$ cat src/rtl/if_fetch_unit_if.sv
// Instruction-memory request/response bus between the IF fetch sequencer and imem.
// One request may be outstanding; responses carry no tag.
interface if_fetch_unit_if;
  logic        imem_req_valid;
  logic        imem_req_ready;
  logic [31:0] imem_addr;
  logic        imem_rsp_valid;
  logic [31:0] imem_rsp_data;

  modport master (
    output imem_req_valid, imem_addr,
    input  imem_req_ready, imem_rsp_valid, imem_rsp_data
  );

  modport slave (
    input  imem_req_valid, imem_addr,
    output imem_req_ready, imem_rsp_valid, imem_rsp_data
  );
endinterface

$ cat src/rtl/if_fetch_unit.sv
// IF-stage fetch sequencer: fetch PC, single-outstanding imem handshake,
// one-entry skid buffer and the IF/ID pipeline register.
module if_fetch_unit #(
  parameter logic [31:0] RESET_PC  = 32'h0000_0000,
  parameter logic [31:0] NOP_INSTR = 32'h0000_0013
) (
  input  logic                   clk,
  input  logic                   rst,
  input  logic                   stall_IF,
  input  logic                   flush_ID,
  input  logic [2:0]             NPCOp_in,
  input  logic [31:0]            NPCImm_in,
  input  logic [31:0]            base_PC_in,
  input  logic [31:0]            jalr_target_in,
  if_fetch_unit_if.master        imem,
  output logic [31:0]            PC_ID,
  output logic [31:0]            instr_ID,
  output logic                   valid_ID,
  output logic                   fetch_busy
);

  typedef enum logic {S_REQ, S_WAIT} state_e;
  typedef enum logic [2:0] {
    NPC_PLUS4  = 3'b000,
    NPC_BRANCH = 3'b001,
    NPC_JUMP   = 3'b010,
    NPC_JALR   = 3'b100
  } npc_op_e;

  state_e      state_q, state_d;
  logic [31:0] pc_f_q, pc_f_d;
  logic [31:0] req_pc_q, req_pc_d;
  logic        drop_q, drop_d;
  logic        pend_q, pend_d;
  logic [31:0] pend_pc_q, pend_pc_d;
  logic        skid_full_q, skid_full_d;
  logic [31:0] skid_instr_q, skid_instr_d;
  logic [31:0] skid_pc_q, skid_pc_d;
  logic [31:0] pc_id_q, pc_id_d;
  logic [31:0] instr_id_q, instr_id_d;
  logic        valid_id_q, valid_id_d;

  logic        redir, req_valid, accept, live, upd, have_instr;
  logic [31:0] target, src_instr, src_pc;

  assign redir      = (NPCOp_in == NPC_BRANCH) || (NPCOp_in == NPC_JUMP) || (NPCOp_in == NPC_JALR);
  assign target     = ((NPCOp_in == NPC_JALR) ? jalr_target_in : (base_PC_in + NPCImm_in)) & 32'hFFFF_FFFC;
  assign req_valid  = (state_q == S_REQ) && !skid_full_q && !rst;
  assign accept     = req_valid && imem.imem_req_ready;
  assign live       = (state_q == S_WAIT) && imem.imem_rsp_valid && !drop_q;
  assign upd        = !stall_IF || flush_ID || redir;
  assign have_instr = skid_full_q || live;
  assign src_instr  = skid_full_q ? skid_instr_q : imem.imem_rsp_data;
  assign src_pc     = skid_full_q ? skid_pc_q : req_pc_q;

  always_comb begin
    state_d      = state_q;
    pc_f_d       = pc_f_q;
    req_pc_d     = req_pc_q;
    drop_d       = drop_q;
    pend_d       = pend_q;
    pend_pc_d    = pend_pc_q;
    skid_full_d  = skid_full_q;
    skid_instr_d = skid_instr_q;
    skid_pc_d    = skid_pc_q;
    pc_id_d      = pc_id_q;
    instr_id_d   = instr_id_q;
    valid_id_d   = valid_id_q;

    unique case (state_q)
      S_REQ: begin
        if (accept) begin
          state_d  = S_WAIT;
          req_pc_d = pc_f_q;
          pc_f_d   = pend_q ? pend_pc_q : pc_f_q + 32'd4;
          pend_d   = 1'b0;
        end
      end
      S_WAIT: begin
        if (imem.imem_rsp_valid) begin
          state_d = S_REQ;
          drop_d  = 1'b0;
        end
      end
      default: state_d = S_REQ;
    endcase

    // A redirect during a stalled handshake keeps imem_addr stable: the target
    // is parked in pend_pc until acceptance and the held request's response is dropped.
    if (redir) begin
      skid_full_d = 1'b0;
      if (accept) begin
        pc_f_d = target;
        drop_d = 1'b1;
      end else if (req_valid) begin
        pend_d    = 1'b1;
        pend_pc_d = target;
        drop_d    = 1'b1;
      end else begin
        pc_f_d = target;
        pend_d = 1'b0;
        if ((state_q == S_WAIT) && !imem.imem_rsp_valid) drop_d = 1'b1;
      end
    end

    if (upd) begin
      valid_id_d  = have_instr && !flush_ID && !redir;
      skid_full_d = 1'b0;
      if (valid_id_d) begin
        pc_id_d    = src_pc;
        instr_id_d = src_instr;
      end else begin
        instr_id_d = NOP_INSTR;
      end
    end else if (live) begin
      skid_full_d  = 1'b1;
      skid_instr_d = imem.imem_rsp_data;
      skid_pc_d    = req_pc_q;
    end
  end

  always_ff @(posedge clk) begin
    if (rst) begin
      state_q      <= S_REQ;
      pc_f_q       <= RESET_PC;
      req_pc_q     <= RESET_PC;
      drop_q       <= 1'b0;
      pend_q       <= 1'b0;
      pend_pc_q    <= '0;
      skid_full_q  <= 1'b0;
      skid_instr_q <= '0;
      skid_pc_q    <= '0;
      pc_id_q      <= '0;
      instr_id_q   <= NOP_INSTR;
      valid_id_q   <= 1'b0;
    end else begin
      state_q      <= state_d;
      pc_f_q       <= pc_f_d;
      req_pc_q     <= req_pc_d;
      drop_q       <= drop_d;
      pend_q       <= pend_d;
      pend_pc_q    <= pend_pc_d;
      skid_full_q  <= skid_full_d;
      skid_instr_q <= skid_instr_d;
      skid_pc_q    <= skid_pc_d;
      pc_id_q      <= pc_id_d;
      instr_id_q   <= instr_id_d;
      valid_id_q   <= valid_id_d;
    end
  end

  assign imem.imem_req_valid = req_valid;
  assign imem.imem_addr      = pc_f_q;
  assign PC_ID               = pc_id_q;
  assign instr_ID            = instr_id_q;
  assign valid_ID            = valid_id_q;
  assign fetch_busy          = rst || !have_instr;

endmodule

$ cat src/flat_wrapper.sv
// flat-port wrapper written by rule: the top's interface ports become plain ports
module if_fetch_unit_flat 
#(
  parameter logic [31:0] RESET_PC  = 32'h0000_0000,
  parameter logic [31:0] NOP_INSTR = 32'h0000_0013
)
  (clk, rst, stall_IF, flush_ID, NPCOp_in, NPCImm_in, base_PC_in, jalr_target_in, PC_ID, instr_ID, valid_ID, fetch_busy, imem_imem_req_valid, imem_imem_addr, imem_imem_req_ready, imem_imem_rsp_valid, imem_imem_rsp_data);
  if_fetch_unit_if imem_i ();
  input  logic clk;
  input  logic rst;
  input  logic stall_IF;
  input  logic flush_ID;
  input  logic [2:0] NPCOp_in;
  input  logic [31:0] NPCImm_in;
  input  logic [31:0] base_PC_in;
  input  logic [31:0] jalr_target_in;
  output logic [31:0] PC_ID;
  output logic [31:0] instr_ID;
  output logic valid_ID;
  output logic fetch_busy;
  output wire logic [$bits(imem_i.imem_req_valid)-1:0] imem_imem_req_valid;
  output wire logic [$bits(imem_i.imem_addr)-1:0] imem_imem_addr;
  input wire logic [$bits(imem_i.imem_req_ready)-1:0] imem_imem_req_ready;
  input wire logic [$bits(imem_i.imem_rsp_valid)-1:0] imem_imem_rsp_valid;
  input wire logic [$bits(imem_i.imem_rsp_data)-1:0] imem_imem_rsp_data;
  assign imem_imem_req_valid = imem_i.imem_req_valid;
  assign imem_imem_addr = imem_i.imem_addr;
  assign imem_i.imem_req_ready = imem_imem_req_ready;
  assign imem_i.imem_rsp_valid = imem_imem_rsp_valid;
  assign imem_i.imem_rsp_data = imem_imem_rsp_data;
  if_fetch_unit #(.RESET_PC(RESET_PC), .NOP_INSTR(NOP_INSTR)) u_core (.clk(clk), .rst(rst), .stall_IF(stall_IF), .flush_ID(flush_ID), .NPCOp_in(NPCOp_in), .NPCImm_in(NPCImm_in), .base_PC_in(base_PC_in), .jalr_target_in(jalr_target_in), .imem(imem_i), .PC_ID(PC_ID), .instr_ID(instr_ID), .valid_ID(valid_ID), .fetch_busy(fetch_busy));
endmodule
$ cat config.mk
export PLATFORM = sky130hd
export DESIGN_NAME = if_fetch_unit_flat
export DESIGN_NICKNAME = d
export VERILOG_FILES = /design/src/rtl/if_fetch_unit_if.sv /design/src/rtl/if_fetch_unit.sv /design/src/flat_wrapper.sv
export SDC_FILE = /design/constraint.sdc
export NUM_CORES = 1
export LEC_CHECK = 0
export BUFFER_PORTS_ARGS = -buffer_cell sky130_fd_sc_hd__buf_2
export CORE_MARGIN = 3
export CORE_UTILIZATION = 60
export DETAILED_ROUTE_END_ITERATION = 16
export GPL_ROUTABILITY_DRIVEN = 0
export PLACE_DENSITY = 0.95
export SYNTH_ARGS = -nofsm -noshare
export SYNTH_HDL_FRONTEND = slang
export SYNTH_SLANG_ARGS = --single-unit
$ cat constraint.sdc
create_clock -name clk -period 6.6 [get_ports clk]
set_clock_uncertainty 0.2 [all_clocks]
set_input_delay 1.32 -clock clk [delete_from_list [all_inputs] [get_ports clk]]
set_output_delay 1.32 -clock clk [all_outputs]
set_load 0.01 [all_outputs]
==> metrics, run 1 <==
sw power 915.5 µW; largest family of logic cells by synthesized area compound AO/OA/AOI/OAI gates; RSZ-0062 raised after global routing false; most instantiated library cell after synthesis nand2_1; total die area roughly 21000 µm²; Routed WL per cell between 15 and 20 µm; Setup Viol. Count Final 0; Vias/cell 6.275; Port Buffers about 230; xor/xnor share of the synthesized area 1.296%; Routed WL 32860 µm; remaining antenna violation count 0; syn_area_per_cell approximately 7.8 µm²; Startpoint Class input pin; DIE WIDTH 144.4 µm; Row Count 49; cts hold-fix bufs 0; compound-cell area share of the yosys netlist around 24%; CTS buffer count 23; Final min period approximately 4500 ps; Max FO, Critical Path roughly 110; clk sinks approximately 230; Max rail drop VDD roughly 190 µV; grt ovf 0; Critical Path AT about 2900 ps; 1st-pass router iterations 5; post-synth top area share about two fifths; combinational cell fraction of total power 15.6%; Gates resized, CTS repair 0; Yosys Warn Count 0; Power Density 248.7 nW/µm²; Syn-to-layout area delta 17.03%; Worst-Skew Late Latency around 500 ps; # H-tree levels 1; mux share of post-synthesis cell area around 6.5%; die height between 100 and 150 µm; Seq/Total Area, Yosys 39.57%; Pins Over Slew Limit 0; clock root cell clkbuf_16; CP Class in2out; GR Util All Layers between 20% and 30%; Post-Layout Cell Count around 1900; simple-gate share of the synthesized area around a fifth; Post-Synth Adder-Cell Area 3.377%; Slew HR 16.99%; area leader, netlist dfxtp_1; sw frac 27.39%; CORE AREA approximately 18000 µm²; largest net degree at the start of global routing ~110; I/O pins approximately 240; commonest cells in the synthesized netlist nand2_1 (300), dfxtp_1 (227), a21oi_1 (157); first-pass GRT wire length between 50000 and 60000 µm; vias in the first global route around 11000; Worst EP required 5080 ps; Fin. Hold Viols 0; CP Capture Type primary output; slew at the pin closest to its max-slew limit around 1200 ps; DP Wirelength ~22000 µm; Clock transition at path regs 60 ps; HP Class reg2reg; Primary FF master, synth dfxtp_1; proportion of layout cells with a drive suffix above 1 19.06%; Inserted Diodes 0; setup TNS 0 ps; internal power about 2400 µW; Gate Count Post-Synth between 1000 and 1500; outcome completed; maxcap violations 0; Synth area leaders dfxtp_1 (40%), nand2_1 (9.8%), a21oi_1 (6.8%); Post-Syn Area about 11000 µm²; initial antenna violation count 0; clk buf depth 3; Max Fclk 0.2242 GHz; DRC 0; Final Power between 3000 and 4000 µW; Tcrit/Tclk final approximately 68%; setup bufs post-CTS 0; syn nets 1637; starting DRC count in detailed routing ~1300; initial core utilization between 60% and 70%; Clock power frac 40.3%; Seq pwr share about 44%; CTS tree built; Nets ~1800; worst hold margin 245.1 ps; Placed Cells between 1500 and 2000; Seq cells post-synth 227; FFs w/ async S/R, synth 0%; Distinct cells, synth 74; leakage 0.005214 µW; total number of vias ~12000; number of synthesized flops with an enable pin 0
## cell usage in the layout (no fill, tap or decap), drive strengths merged, types with 4 or more instances in the layout
cell / netlist / final
mux2i: 71 / 71
o31ai: 10 / 10
clkinv: 0 / 6
nor2: 132 / 132
xor2: 6 / 6
nand4: 11 / 11
or3: 10 / 10
o21a: 13 / 13
a21boi: 4 / 4
a211oi: 55 / 55
xnor2: 11 / 11
nand3: 28 / 28
nor3: 37 / 37
o22a: 6 / 6
ha: 31 / 31
and3: 17 / 17
a221oi: 9 / 9
nor4: 5 / 5
o41ai: 4 / 4
buf: 22 / 244
o221ai: 5 / 5
o21ai: 89 / 89
inv: 14 / 16
a21o: 15 / 15
o211ai: 4 / 4
clkbuf: 85 / 28
and2: 6 / 6
a311oi: 7 / 7
a21oi: 157 / 157
o211a: 5 / 5
dfxtp: 227 / 227
nand2: 301 / 301
a2111oi: 4 / 4
a31oi: 20 / 20
## layout make-up
| cell class | instances | area, µm² |
|---|---|---|
| clock buffer | 28 | 644.4 |
| clock inverter | 13 | 150.1 |
| fill | 1338 | 4952 |
| inverter | 14 | 52.55 |
| multi-input combinational | 1121 | 6502 |
| sequential | 227 | 4549 |
| tap | 229 | 286.5 |
| timing repair buffer | 244 | 1255 |
## routing by layer
metal  vias to the layer above  wire, µm  track usage, %
li1                       5569         -               -
met1                      5404     13490           40.13
met2                       671     15360           48.48
met3                       127      2718           4.630
met4                         0      1282           12.08
met5                         -         0               0
## state kept, by name, summed over array words and instances (netlist names), named ones only
name	flops
u_core.skid_pc_q	32
u_core.skid_full_q	1
u_core.valid_ID	1
u_core.PC_ID	32
u_core.req_pc_q	32
u_core.skid_instr_q	32
u_core.imem.imem_addr	32
u_core.instr_ID	32
u_core.state_q	1
u_core.pend_q	1
u_core.pend_pc_q	30
## through the flow
step | worst slack (ps) | instance area [µm²] | util [%]
floorplan | 2973 | 11480 | -
global placement | 2223 | 12650 | 68.76
detailed placement | 2206 | 12650 | 68.76
CTS | 2210 | 13440 | 73.07
global route | 2065 | 13440 | 73.07
finish | 2140 | 13440 | 73.07
## critical path, stage by stage
cell,delay [ps]
buf_6,610
inv_1,490
o21ai_0,240
buf_2,200
## cell families (layout without fill, tap and decap cells)
logic type / after synthesis / in the layout
muxes: 74 / 74
buffers and inverters: 121 / 299
AOI/OAI and AO/OA: 438 / 438
xor gates and xnor gates: 17 / 17
and+or+nand+nor: 561 / 561
DFF: 227 / 227
adders and majority gates: 31 / 31
## power groups by stage
stage	Clock, µW	Combinational (µW)	Sequential [µW]
floorplan	0	336	1490
global placement	0	488	1500
detailed placement	0	503	1500
CTS	1360	510	1470
global route	1410	572	1480
finish	1350	521	1470
## path summary, 6_finish.rpt
path                            depth (start not counted)  slack (ps)                  to                from
worst max-delay path                                    4        2140          fetch_busy                 rst
worst min-delay path                                    2         250  u_core.instr_ID[9]  u_core.instr_ID[9]
worst max register to register                          5        3000  u_core.instr_ID[2]  u_core.skid_full_q
worst min register to register                          2         250  u_core.instr_ID[9]  u_core.instr_ID[9]
(Power assumes the default switching activity.)
==> run 2, diff against run 1 <==
- CORE_UTILIZATION: 60 -> 55
- PLACE_DENSITY: 0.95 -> 0.89
- clock period: 6.6 -> 4.5 ns (I/O delays scaled with it)
==> metrics, run 2 (synthesis gave the netlist of run 1 again) <==
outcome completed; met1 WL 13680 µm; Placed Cells ~1900; HP Class reg2reg; largest net degree at the start of global routing around 100; final instance area 13470 µm²; CP Class reg2out; placed cell area 12760 µm²; most common cell after layout, fill and taps aside nand2_1; initial core utilization 56.40%; Slew HR 27.54%; Port Buffers roughly 230; clk sinks around 230; Power Density between 300 and 400 nW/µm²; CORE AREA 20360 µm²; Setup Viol. Count Final 0; Clock transition at path regs about 60 ps; Routed WL roughly 32000 µm; Syn-to-layout area delta 17.27%; highest metal used met5; Post-Layout Cell Count 1921; RSZ-0062 raised after global routing false; 1st-pass router iterations 5; Vias/cell a little under 6; setup bufs post-CTS 0; DRC 0; # H-tree levels 1; # fillers about 1700; Gates resized, CTS repair 0; Row Count 52; setup TNS 0 ps; Final min period around 3400 ps; Max FO, Critical Path 44; met2 wire length roughly 15000 µm; Routed WL per cell ~16 µm; Inserted Diodes 0; Critical Path AT between 2000 and 2500 ps; CP Capture Type primary output; Fin. Hold Viols 0; Nets between 1500 and 2000; leakage roughly 0.0052 µW; clk buf depth 3; worst hold margin 248.6 ps; grt ovf 0; DP Wirelength 21740 µm; total die area roughly 23000 µm²; CTS buffer count 22; remaining antenna violation count 0; cts hold-fix bufs 0; initial antenna violation count 1; die height roughly 150 µm; most frequent cells in the layout nand2_1 (299), buf_2 (232), dfxtp_1 (225), a21oi_1 (157), nor2_1 (131); Pins Over Slew Limit 0; Worst-Skew Late Latency slightly above 500 ps; DIE WIDTH 150.5 µm; CTS tree built; GR Util All Layers 26.74%; first-pass GRT wire length slightly above 50000 µm; slew at the pin closest to its max-slew limit 1084 ps; Startpoint Class flip-flop; Tcrit/Tclk final about three quarters; Max Fclk a little under 0.3 GHz; met3 routed WL between 2000 and 2500 µm; I/O pins 236; clock root cell clkbuf_16; maxcap violations 0; starting DRC count in detailed routing 874; vias in the first global route a little over 10000; total number of vias 11467; Worst EP required about 3400 ps; proportion of layout cells with a drive suffix above 1 19.08%; Max rail drop VDD 256.5 µV
-- run 2: metal layers --
layer	up-vias	global-route usage (%)
met5	-	0
met4	2	8.188
met3	68	3.432
met2	518	43.06
met1	5306	37.56
li1	5573	-
-- run 2: path summary, 6_finish.rpt --
path,start,end,slack [ps],depth (start not counted)
setup / recovery,u_core.skid_full_q,fetch_busy,1120,3
hold / removal,u_core.instr_ID[30],u_core.instr_ID[30],250,2
setup reg to reg,u_core.skid_full_q,u_core.instr_ID[0],1310,5
hold reg to reg,u_core.instr_ID[30],u_core.instr_ID[30],250,2
-- run 2: cell type report --
type / instances / area, µm² / share of cell area (%)
multi-input combinational: 1121 / 6502 / 48.28
sequential: 227 / 4549 / 33.78
timing repair buffer: 252 / 1315 / 9.764
clock buffer: 31 / 644.4 / 4.784
tap: 270 / 337.8 / 2.508
clock inverter: 6 / 66.31 / 0.4924
inverter: 14 / 52.55 / 0.3902
-- run 2: worst max-delay path: stages, from the launching register on --
cell,delay [ps]
dfxtp_4,620
buf_4,670
o21ai_0,260
buf_2,200
-- run 2: metrics by stage --
stage	utilization, %	total power [µW]	worst slack, ps
after CTS	66.13	4727	1127
after detailed placement	62.64	2943	782.7
after floorplan	-	2683	1293
after global placement	62.64	2919	785.7
final	66.13	4729	1118
after global routing	66.13	4915	966.4
-- run 2: power breakdown --
part / switching [µW] / internal, µW / total (µW)
clock: 758 / 1050 / 1810
sequential: 92.6 / 2080 / 2170
combinational: 457 / 294 / 751
